$ cat config.mk
export PLATFORM = sky130hd
export DESIGN_NAME = seg7_scan_driver_flat
export DESIGN_NICKNAME = d
export VERILOG_FILES = /design/src/rtl/seg7_scan_driver_if.sv /design/src/rtl/seg7_scan_driver.sv /design/src/flat_wrapper.sv
export SDC_FILE = /design/constraint.sdc
export NUM_CORES = 1
export LEC_CHECK = 0
export ABC_CLOCK_PERIOD_IN_PS = 6840
export CORE_MARGIN = 2
export CORE_UTILIZATION = 45
export DETAILED_ROUTE_END_ITERATION = 7
export GPL_TIMING_DRIVEN = 0
export PLACE_DENSITY = 0.68
export SYNTH_ARGS = -nofsm -noshare
export SYNTH_HDL_FRONTEND = slang
export SYNTH_SLANG_ARGS = --single-unit
$ cat constraint.sdc
create_clock -name clk -period 6.84 [get_ports clk]
set_input_delay 0.684 -clock clk [delete_from_list [all_inputs] [get_ports clk]]
set_output_delay 0.684 -clock clk [all_outputs]
set_load 0.01 [all_outputs]
$ cat src/rtl/seg7_scan_driver_if.sv
// Bus between the CPU datapath and the 4-digit 7-segment scan driver.
// The datapath (master) supplies value, decimal points and controls; the
// driver (slave) owns the board-level anode/cathode pins and the frame pulse.
interface seg7_scan_driver_if;
   logic [15:0] value;
   logic        load;
   logic [3:0]  dp;
   logic        blank;
   logic [3:0]  an;
   logic [7:0]  cat;
   logic        frame;

   modport master (
      output value, load, dp, blank,
      input  an, cat, frame
   );

   modport slave (
      input  value, load, dp, blank,
      output an, cat, frame
   );
endinterface

$ cat src/rtl/seg7_scan_driver.sv
// Time-multiplexed driver for a 4-digit common-anode 7-segment display.
// Shows a 16-bit value as four hex digits, one digit per PRESCALE-cycle slot,
// with DEAD dark cycles at the start of each slot to suppress ghosting.
// Outputs are registered: everything seen on an/cat/frame reflects the
// counter, digit index, shadow registers and blank from the previous cycle.
module seg7_scan_driver #(
   parameter int PRESCALE = 1000,
   parameter int DEAD     = 1,
   parameter int BLANK_LZ = 1
) (
   input  logic                clk,
   input  logic                rst,
   seg7_scan_driver_if.slave   bus
);

   localparam logic [15:0] CNT_LAST = 16'(PRESCALE - 1);
   localparam logic [15:0] CNT_DEAD = 16'(DEAD);

   logic [15:0] cnt;
   logic [1:0]  idx;
   logic [15:0] sh_value;
   logic [3:0]  sh_dp;

   logic [3:0]  an_p0;
   logic [7:0]  cat_p0;
   logic        frame_p0;
   logic        slot_end_p0;
   logic        dig_en_p0;
   logic [3:0]  nibble_p0;

   logic [3:0]  an_p1;
   logic [7:0]  cat_p1;
   logic        frame_p1;

   // Active-low {g,f,e,d,c,b,a} pattern for one hex digit.
   function automatic logic [6:0] seg_code(input logic [3:0] n);
      logic [6:0] s;
      case (n)
         4'h0: s = 7'h40;
         4'h1: s = 7'h79;
         4'h2: s = 7'h24;
         4'h3: s = 7'h30;
         4'h4: s = 7'h19;
         4'h5: s = 7'h12;
         4'h6: s = 7'h02;
         4'h7: s = 7'h78;
         4'h8: s = 7'h00;
         4'h9: s = 7'h10;
         4'hA: s = 7'h08;
         4'hB: s = 7'h03;
         4'hC: s = 7'h46;
         4'hD: s = 7'h21;
         4'hE: s = 7'h06;
         default: s = 7'h0E;
      endcase
      return s;
   endfunction

   // Index of the most significant nonzero nibble; 0 for a zero value so a
   // lone "0" is still shown.
   function automatic logic [1:0] top_digit(input logic [15:0] v);
      logic [1:0] h;
      if (v[15:12] != 4'h0)     h = 2'd3;
      else if (v[11:8] != 4'h0) h = 2'd2;
      else if (v[7:4] != 4'h0)  h = 2'd1;
      else                      h = 2'd0;
      return h;
   endfunction

   // Shadow registers: a load only replaces what is shown, never the scan phase.
   always_ff @(posedge clk or posedge rst) begin
      if (rst) begin
         sh_value <= 16'h0000;
         sh_dp    <= 4'h0;
      end else if (bus.load) begin
         sh_value <= bus.value;
         sh_dp    <= bus.dp;
      end
   end

   // Slot prescaler and digit index; idx advances once per PRESCALE cycles.
   always_ff @(posedge clk or posedge rst) begin
      if (rst) begin
         cnt <= 16'h0000;
         idx <= 2'd0;
      end else if (slot_end_p0) begin
         cnt <= 16'h0000;
         idx <= idx + 2'd1;
      end else begin
         cnt <= cnt + 16'h0001;
      end
   end

   // Stage p0: decode the current slot into the next pin values.
   always_comb begin
      slot_end_p0 = (cnt == CNT_LAST);
      nibble_p0   = sh_value[{idx, 2'b00} +: 4];
      dig_en_p0   = !bus.blank && !((BLANK_LZ != 0) && (idx > top_digit(sh_value)));
      an_p0       = 4'hF;
      cat_p0      = 8'hFF;
      if (dig_en_p0 && (cnt >= CNT_DEAD)) begin
         an_p0  = ~(4'b0001 << idx);
         cat_p0 = {~sh_dp[idx], seg_code(nibble_p0)};
      end
      frame_p0    = slot_end_p0 && (idx == 2'd3);
   end

   // Stage p1: registered pins; reset forces the display dark immediately.
   always_ff @(posedge clk or posedge rst) begin
      if (rst) begin
         an_p1    <= 4'hF;
         cat_p1   <= 8'hFF;
         frame_p1 <= 1'b0;
      end else begin
         an_p1    <= an_p0;
         cat_p1   <= cat_p0;
         frame_p1 <= frame_p0;
      end
   end

   assign bus.an    = an_p1;
   assign bus.cat   = cat_p1;
   assign bus.frame = frame_p1;

endmodule

$ cat src/flat_wrapper.sv
// flat-port wrapper written by rule: the top's interface ports become plain ports
module seg7_scan_driver_flat 
#(
   parameter int PRESCALE = 1000,
   parameter int DEAD     = 1,
   parameter int BLANK_LZ = 1
)
  (clk, rst, bus_value, bus_load, bus_dp, bus_blank, bus_an, bus_cat, bus_frame);
  seg7_scan_driver_if bus_i ();
  input  logic clk;
  input  logic rst;
  input wire logic [$bits(bus_i.value)-1:0] bus_value;
  input wire logic [$bits(bus_i.load)-1:0] bus_load;
  input wire logic [$bits(bus_i.dp)-1:0] bus_dp;
  input wire logic [$bits(bus_i.blank)-1:0] bus_blank;
  output wire logic [$bits(bus_i.an)-1:0] bus_an;
  output wire logic [$bits(bus_i.cat)-1:0] bus_cat;
  output wire logic [$bits(bus_i.frame)-1:0] bus_frame;
  assign bus_i.value = bus_value;
  assign bus_i.load = bus_load;
  assign bus_i.dp = bus_dp;
  assign bus_i.blank = bus_blank;
  assign bus_an = bus_i.an;
  assign bus_cat = bus_i.cat;
  assign bus_frame = bus_i.frame;
  seg7_scan_driver #(.PRESCALE(PRESCALE), .DEAD(DEAD), .BLANK_LZ(BLANK_LZ)) u_core (.clk(clk), .rst(rst), .bus(bus_i));
endmodule
==> results of run 1 <==
==> Yosys cell counts, drive strengths merged <==
master | n | area [um2]
nand3 | 8 | 40.0
o21a | 2 | 15.0
nor2b | 2 | 12.5
nand4 | 6 | 37.5
o211ai | 3 | 22.5
and2 | 1 | 6.26
nand2 | 13 | 48.8
mux4 | 6 | 135
xnor2 | 6 | 52.6
o221ai | 1 | 8.76
a2bb2oi | 1 | 8.76
nor2 | 11 | 41.3
mux2 | 21 | 240
and3 | 6 | 37.5
a21oi | 1 | 5.00
ha | 15 | 188
nor4b | 1 | 8.76
xor2 | 13 | 114
or2 | 1 | 6.26
nor3b | 2 | 15.0
or4 | 4 | 37.5
buf | 5 | 43.8
o21ai | 4 | 23.8
nor4 | 3 | 33.8
o31ai | 1 | 7.51
o21bai | 1 | 7.51
or3 | 1 | 6.26
clkbuf | 5 | 18.8
dfrtp | 39 | 976
inv | 8 | 30.0
a311oi | 1 | 8.76
and4 | 2 | 17.5
nand2b | 1 | 13.8
and2b | 1 | 7.51
dfstp | 12 | 315
nor3 | 1 | 5.00
==> cell type report <==
type                       count  area (um2)  share of cell area, %
clock inverter                 1        5.00                  0.159
tap                           72        90.1                   2.86
clock buffer                   7        86.3                   2.74
timing repair buffer          36         370                   11.8
multi-input combinational    140        1210                   38.5
buffer                        10        62.6                   1.99
inverter                       8        30.0                  0.954
sequential                    51        1290                   41.0
==> per-stage QoR <==
step           utilization [%]  std cells  area [um2]
6_report                  56.8        325        3150
3_5_place_dp              55.2        317        3060
4_1_cts                   56.8        325        3150
2_1_floorplan                -        209        2600
5_1_grt                   56.8        325        3150
3_3_place_gp              54.8        316        3040
==> power groups by stage <==
stage | combinational, mW | sequential (mW) | clock (mW)
6_report | 0.0917 | 0.335 | 0.175
5_1_grt | 0.100 | 0.338 | 0.198
4_1_cts | 0.0931 | 0.335 | 0.181
3_5_place_dp | 0.0927 | 0.341 | 0
3_3_place_gp | 0.0894 | 0.340 | 0
2_1_floorplan | 0.0542 | 0.340 | 0
==> flip-flops by register name, indices dropped and copies added (netlist names) <==
register          cells
u_core.bus.cat        8
u_core.bus.frame      1
u_core.bus.an         4
u_core.cnt           16
u_core.sh_dp          4
u_core.idx            2
u_core.sh_value      16
==> routing by layer <==
| layer | vias to the layer above | wire length [um] | GRT usage [%] |
|---|---|---|---|
| li1 | 817 | - | - |
| met1 | 807 | 2180 | 22.4 |
| met2 | 43 | 2000 | 22.4 |
| met3 | 6 | 214 | 3.96 |
| met4 | 0 | 60 | 5.76 |
| met5 | - | 0 | 0 |
==> worst max path at each step <==
stage | from | to | depth (start not counted)
after floorplan | u_core.sh_value[12] | u_core.bus.cat[5] | 8
after global placement | rst | u_core.sh_value[9] | 2
after detailed placement | u_core.sh_value[12] | u_core.bus.cat[5] | 8
after CTS | u_core.sh_value[12] | u_core.bus.cat[5] | 8
after global routing | u_core.sh_value[12] | u_core.bus.cat[5] | 8
final | u_core.sh_value[12] | u_core.bus.cat[5] | 8
==> worst register-to-register path, cell delays in order (launching register included) <==
cell and delay (ns):
sky130_fd_sc_hd__dfrtp_1 0.42, sky130_fd_sc_hd__or4_1 0.54, sky130_fd_sc_hd__nor2_1 0.13, sky130_fd_sc_hd__ha_1 0.25
sky130_fd_sc_hd__nor2b_1 0.13, sky130_fd_sc_hd__a2bb2oi_1 0.14, sky130_fd_sc_hd__a311oi_1 0.48, sky130_fd_sc_hd__buf_2 0.30
sky130_fd_sc_hd__o211ai_1 0.11
==> kinds of logic after synthesis <==
group	count (synthesis)	synth area share [%]
and+or+nand+nor	64	14.5
DFF	51	49.7
muxes	27	14.5
xor gates and xnor gates	19	6.41
buffers and inverters	18	3.57
AOI/OAI and AO/OA	15	4.14
adders and majority gates	15	7.23
==> results.md, run 1 <==
* RR Endpoint: u_core.bus.cat[5]
* Inserted Clock Buffers at 5
* Clock network latency to the later pin of the worst-skew pair at 0.30 ns
* Critical path's slowest cell: sky130_fd_sc_hd__or4_1
* Leakage power at roughly 1.3 nW
* Worst setup EP type: flop
* Slew margin rel. at between 60% and 70%
* Number of buffers inserted to repair setup after CTS at 0
* Count of final setup violators at 0
* DR pass1 iterations at 4
* Worst Path Buf+Inv at 1
* R2r setup slk at 4.26 ns
* Number of endpoints with negative hold slack in the final report at 0
* Summed negative setup slack over all endpoints at 0 ns
* Signed area change from the synthesized netlist to the final layout at 21.3%
* Share of post-route cells with drive strength above 1 at 22.9%
* Total half-perimeter wirelength after legalization and detailed placement at 3290 um
* Area enclosed by the die boundary at 6390 um2
* Measured slew at the worst slew-check pin at 0.538 ns
* Total Power at 0.601 mW
* Cts-stage hold buffer count at 0
* CTS H-tree depth at 2
* Dominant delay contributor by cell family on the critical path: simple AND/OR/NAND/NOR gates
* Routability Congestion at 0.809
* Hold Path Origin: u_core.cnt[15]
* Type of the setup path with the least slack: flop to flop
* Run status: complete, no violations
* Master cell of the clock root buffer: sky130_fd_sc_hd__clkbuf_8
* Vert. Die Dim at 80.0 um
* Power per standard cell area at 191 nW/um2
* Synth warn at 0
* Final-layout worst hold slack at 0.485 ns
* Clock group share of total power at 29.0%
* Setup Slack @ Placement at 4.26 ns
* Initial Utilization at 46.9%
* Share of total power in combinational logic at approximately 15%
* Arrival time of the worst setup path at 2.80 ns
* Number of top-level design ports at 37
* Critical R2R Launch: u_core.sh_value[12]
* Initial detailed-routing violation count at between 80 and 90
* Congestion Overflow GR at 0
* Aggregate routed wire length at 4450 um
* Die width at 80.0 um
* Most common library cell in the layout ignoring fill and taps: sky130_fd_sc_hd__dfrtp_1
* Antenna cells at 0
* Fraction of power spent switching nets at between 20% and 30%
* Maximum cell stage delay along the critical path at 0.54 ns
* Count of clock tree sinks at 51
* Average via count per standard cell at 5.15
* Post-detailed-route count of antenna-violating nets at 0
* Share of power burned in registers at 55.7%
* Critical path startpoint category: flop
* Number of synthesized register bits at 51
* Clock slew seen by the registers of the worst setup and hold paths at 0.09 ns
* IR Drop Worst-Case VDD at 0.000110 V
* Area of the placeable core at 5540 um2
* Global-route wire length before repair at roughly 7700 um
* Total routing resource utilization after global routing at 15.5%
* Synth Area per Inst at approximately 12 um2
* Min-delay worst type: flop to flop
* Number of I/O port buffers at 35
* Fin worst setup slack at 4.26 ns
* Detail-routed net length per standard cell at about 14 um
* Max Slew Vio Count at 0
* Maximum number of pins on one net before global-route repair at 43
* Filler cell count in the final layout at 476
* Number of antenna violations at the first check in global routing at 0
* Number of stages on the worst hold path at 1
* Distinct cell type count after synthesis at 42
* Min Clock Period, post-route at between 2 and 3 ns
* DRC violations left at 0
* Number of violations of the max-capacitance limit at 0
* Setup repair after global routing missed its margin: false
* Sequential area share after synthesis at 49.7%
* Post_cts resized at 0
* Sw power at 0.143 mW
* Internal power consumption at 0.458 mW
* Max Fanout on Critical Path at 10
* Total number of vias at about 1.7k
* Crit path cell chain: or4_1 -> nor2_1 -> ha_1 -> nor2b_1 -> a2bb2oi_1 -> a311oi_1 -> buf_2 -> o211ai_1
* Clock tree from TritonCTS: built
* Fmax at 0.387 GHz
* Data required, critical path at 7.06 ns
* Final Net Count at 291
* Placement Rows at 27
* Deepest clock path buffer count at 2
* Post-synthesis cell area at 2600 um2
* Fraction of the cycle the final worst path needs at 37.8%
* Cell count after synthesis at 209
* Endpoint, Worst Hold: u_core.cnt[15]
* Final setup skew at roughly 0.0039 ns
* Number of cells on the worst reg-to-reg path at 8
* Via count of the first global-routing pass at 1615
* Most used cells in the layout excluding fill and tap cells: 39 x sky130_fd_sc_hd__dfrtp_1, 35 x sky130_fd_sc_hd__clkdlybuf4s50_1, 20 x sky130_fd_sc_hd__mux2_2, 15 x sky130_fd_sc_hd__ha_1
* Syn nets at 248
No activity file was read; power rests on OpenSTA's default activity.
==> run 2, diff against run 1 <==
- ABC_CLOCK_PERIOD_IN_PS: 6840 -> 2100
- PLACE_DENSITY: 0.68 -> 0.71
- clock period: 6.84 -> 2.1 ns (I/O delays scaled with it)
==> results.md, run 2 (synthesis gave the netlist of run 1 again) <==
* Via count of the first global-routing pass at 1769 (was 1615)
* Clock network latency to the later pin of the worst-skew pair at 0.30 ns (about the same)
* Aggregate routed wire length at 4890 um (was 4450 um)
* Data required, critical path at 2.33 ns (was 7.06 ns)
* Inserted Clock Buffers at 5 (unchanged)
* Total number of vias at 1710 (was 1673)
* Share of post-route cells with drive strength above 1 at 31.4% (was 22.9%)
* Most used cells in the layout excluding fill and tap cells: 39 x sky130_fd_sc_hd__dfrtp_1, 35 x sky130_fd_sc_hd__clkdlybuf4s50_1, 20 x sky130_fd_sc_hd__mux2_2, 14 x sky130_fd_sc_hd__ha_1, 13 x sky130_fd_sc_hd__xor2_1 (was 39 x sky130_fd_sc_hd__dfrtp_1, 35 x sky130_fd_sc_hd__clkdlybuf4s50_1, 20 x sky130_fd_sc_hd__mux2_2, 15 x sky130_fd_sc_hd__ha_1)
* Critical path startpoint category: flop (unchanged)
* Detail-routed net length per standard cell at 14.7 um (was 13.7 um)
* Power per standard cell area at 643 nW/um2 (was 191 nW/um2)
* Area enclosed by the die boundary at 6390 um2 (unchanged)
* Clock tree from TritonCTS: built (unchanged)
* Routability Congestion at 0.823 (was 0.809)
* Worst setup EP type: flop (unchanged)
* Measured slew at the worst slew-check pin at 0.524 ns (was 0.538 ns)
* Count of final setup violators at 12 (was 0)
* Number of I/O port buffers at 35 (unchanged)
* Fmax at 0.447 GHz (was 0.387 GHz)
* Type of the setup path with the least slack: flop to flop (unchanged)
* Arrival time of the worst setup path at 2.47 ns (was 2.80 ns)
* Number of violations of the max-capacitance limit at 0 (unchanged)
* Placement Rows at 27 (unchanged)
* Clock slew seen by the registers of the worst setup and hold paths at 0.09 ns (about the same)
* Leakage power at 1.40 nW (was 1.34 nW)
* Die width at 80.0 um (unchanged)
* Final-layout worst hold slack at 0.195 ns (was 0.485 ns)
* Min-delay worst type: primary input to asynchronous set/reset pin (was flop to flop)
* Master cell of the clock root buffer: sky130_fd_sc_hd__clkbuf_8 (unchanged)
* Total Power at 2.13 mW (was 0.601 mW)
* Min Clock Period, post-route at 2.24 ns (was 2.58 ns)
* Final Net Count at 299 (was 291)
* Post-detailed-route count of antenna-violating nets at 0 (unchanged)
* Signed area change from the synthesized netlist to the final layout at 27.6% (was 21.3%)
* DRC violations left at 0 (unchanged)
* Vert. Die Dim at 80.0 um (unchanged)
* CTS H-tree depth at 2 (unchanged)
* Initial detailed-routing violation count at 102 (was 86)
* Violations in the final reports: setup timing
* Max Slew Vio Count at 0 (unchanged)
* Fin worst setup slack at -0.139 ns (was 4.26 ns)
* Count of clock tree sinks at 51 (unchanged)
* DR pass1 iterations at 4 (unchanged)
* Most common library cell in the layout ignoring fill and taps: sky130_fd_sc_hd__dfrtp_1 (unchanged)
* Number of endpoints with negative hold slack in the final report at 0 (unchanged)
* Fraction of the cycle the final worst path needs at 107% (was 37.8%)
* Setup repair after global routing missed its margin: true (was false)
* IR Drop Worst-Case VDD at 0.000439 V (was 0.000110 V)
* Initial Utilization at 46.9% (unchanged)
* Congestion Overflow GR at 0 (unchanged)
* Max Fanout on Critical Path at 5 (was 10)
* Maximum number of pins on one net before global-route repair at 37 (was 43)
* Number of antenna violations at the first check in global routing at 0 (unchanged)
* Total routing resource utilization after global routing at 16.9% (was 15.5%)
* Run status: finished, violations left (was complete, no violations)
* Deepest clock path buffer count at 2 (unchanged)
* Global-route wire length before repair at 8450 um (was 7690 um)
* Average via count per standard cell at 5.14 (was 5.15)
* Area of the placeable core at 5540 um2 (unchanged)
* Slew margin rel. at 65.1% (was 64.1%)
* Final setup skew at 0.00694 ns (was 0.00386 ns)
* Antenna cells at 0 (unchanged)
* Total half-perimeter wirelength after legalization and detailed placement at 3370 um (was 3290 um)
* Number of top-level design ports at 37 (unchanged)
[run 2: changes by cell type in the layout (fill, tap and decap cells not counted), moves of 2 or more]
cell / before / now
sky130_fd_sc_hd__or4_4: 2 / 4
sky130_fd_sc_hd__nand2_2: 0 / 5
sky130_fd_sc_hd__or4_1: 2 / 0
sky130_fd_sc_hd__buf_4: 0 / 9
sky130_fd_sc_hd__nand2_1: 13 / 8
[run 2: routing by layer]
layer  GRT usage (%)  wire, um  share of wire (%)
met1            24.1      2380                 49
met2            26.0      2250                 46
met3            3.85       210                4.3
met4            4.75        52                1.1
met5               0         0                  0
[run 2: cell type report]
type	instances	area, um2
Inverter	8	30.0
Buffer	10	65.1
Multi-Input combinational cell	140	1290
Timing Repair Buffer	44	430
Fill cell	460	2230
Clock inverter	2	35.0
Sequential cell	51	1290
Clock buffer	6	82.6
Tap cell	72	90.1
[run 2: path summary, 6_finish.rpt]
kind,slack (ns),startpoint,to,cells after the start
worst min-delay path,0.20,rst,u_core.sh_value[1],2
worst max-delay path,-0.14,u_core.sh_value[13],u_core.bus.cat[5],8
min in group clk,0.46,bus_load,u_core.sh_value[8],2
max in group asynchronous,1.33,rst,u_core.bus.cat[7],3
worst max register to register,-0.14,u_core.sh_value[13],u_core.bus.cat[5],8
worst min register to register,0.49,u_core.cnt[15],u_core.cnt[15],1
[run 2: timing repair]
action | 4_1_cts | 5_1_grt
gates cloned | 1 | 0
hold buffers | 0 | 0
resized for setup | 13 | 4
setup endpoints to repair | 12 | 12
pin swaps | 6 | 3
buffers inserted | 5 | 2
[run 2: worst max-delay path, cell delays in order (launching register included)]
cell and delay [ns]:
sky130_fd_sc_hd__dfrtp_1 0.41, sky130_fd_sc_hd__or4_4 0.56, sky130_fd_sc_hd__nor2_4 0.14, sky130_fd_sc_hd__ha_4 0.21, sky130_fd_sc_hd__nor2b_4 0.12, sky130_fd_sc_hd__a2bb2oi_2 0.13, sky130_fd_sc_hd__a311oi_2 0.29, sky130_fd_sc_hd__buf_4 0.22
sky130_fd_sc_hd__o211ai_1 0.08
[run 2: report_power, final]
group	leakage [nW]	total, mW	internal [mW]	switching (mW)
Sequential	0.611	1.09	1.05	0.0366
Combinational	0.724	0.339	0.196	0.143
Clock	0.0612	0.703	0.386	0.318
Total	1.40	2.13	1.63	0.498
[run 2: metrics by stage]
stage	TNS, ns	area (um2)	std cells	setup WS (ns)	utilization, %
floorplan	0	2610	209	0.0217	-
global placement	-12.51	3050	316	-0.268	55.1
detailed placement	-2.06	3070	317	-0.222	55.4
CTS	-1.74	3270	331	-0.171	59.1
global route	-3.01	3310	333	-0.268	59.8
finish	-1.45	3310	333	-0.139	59.8
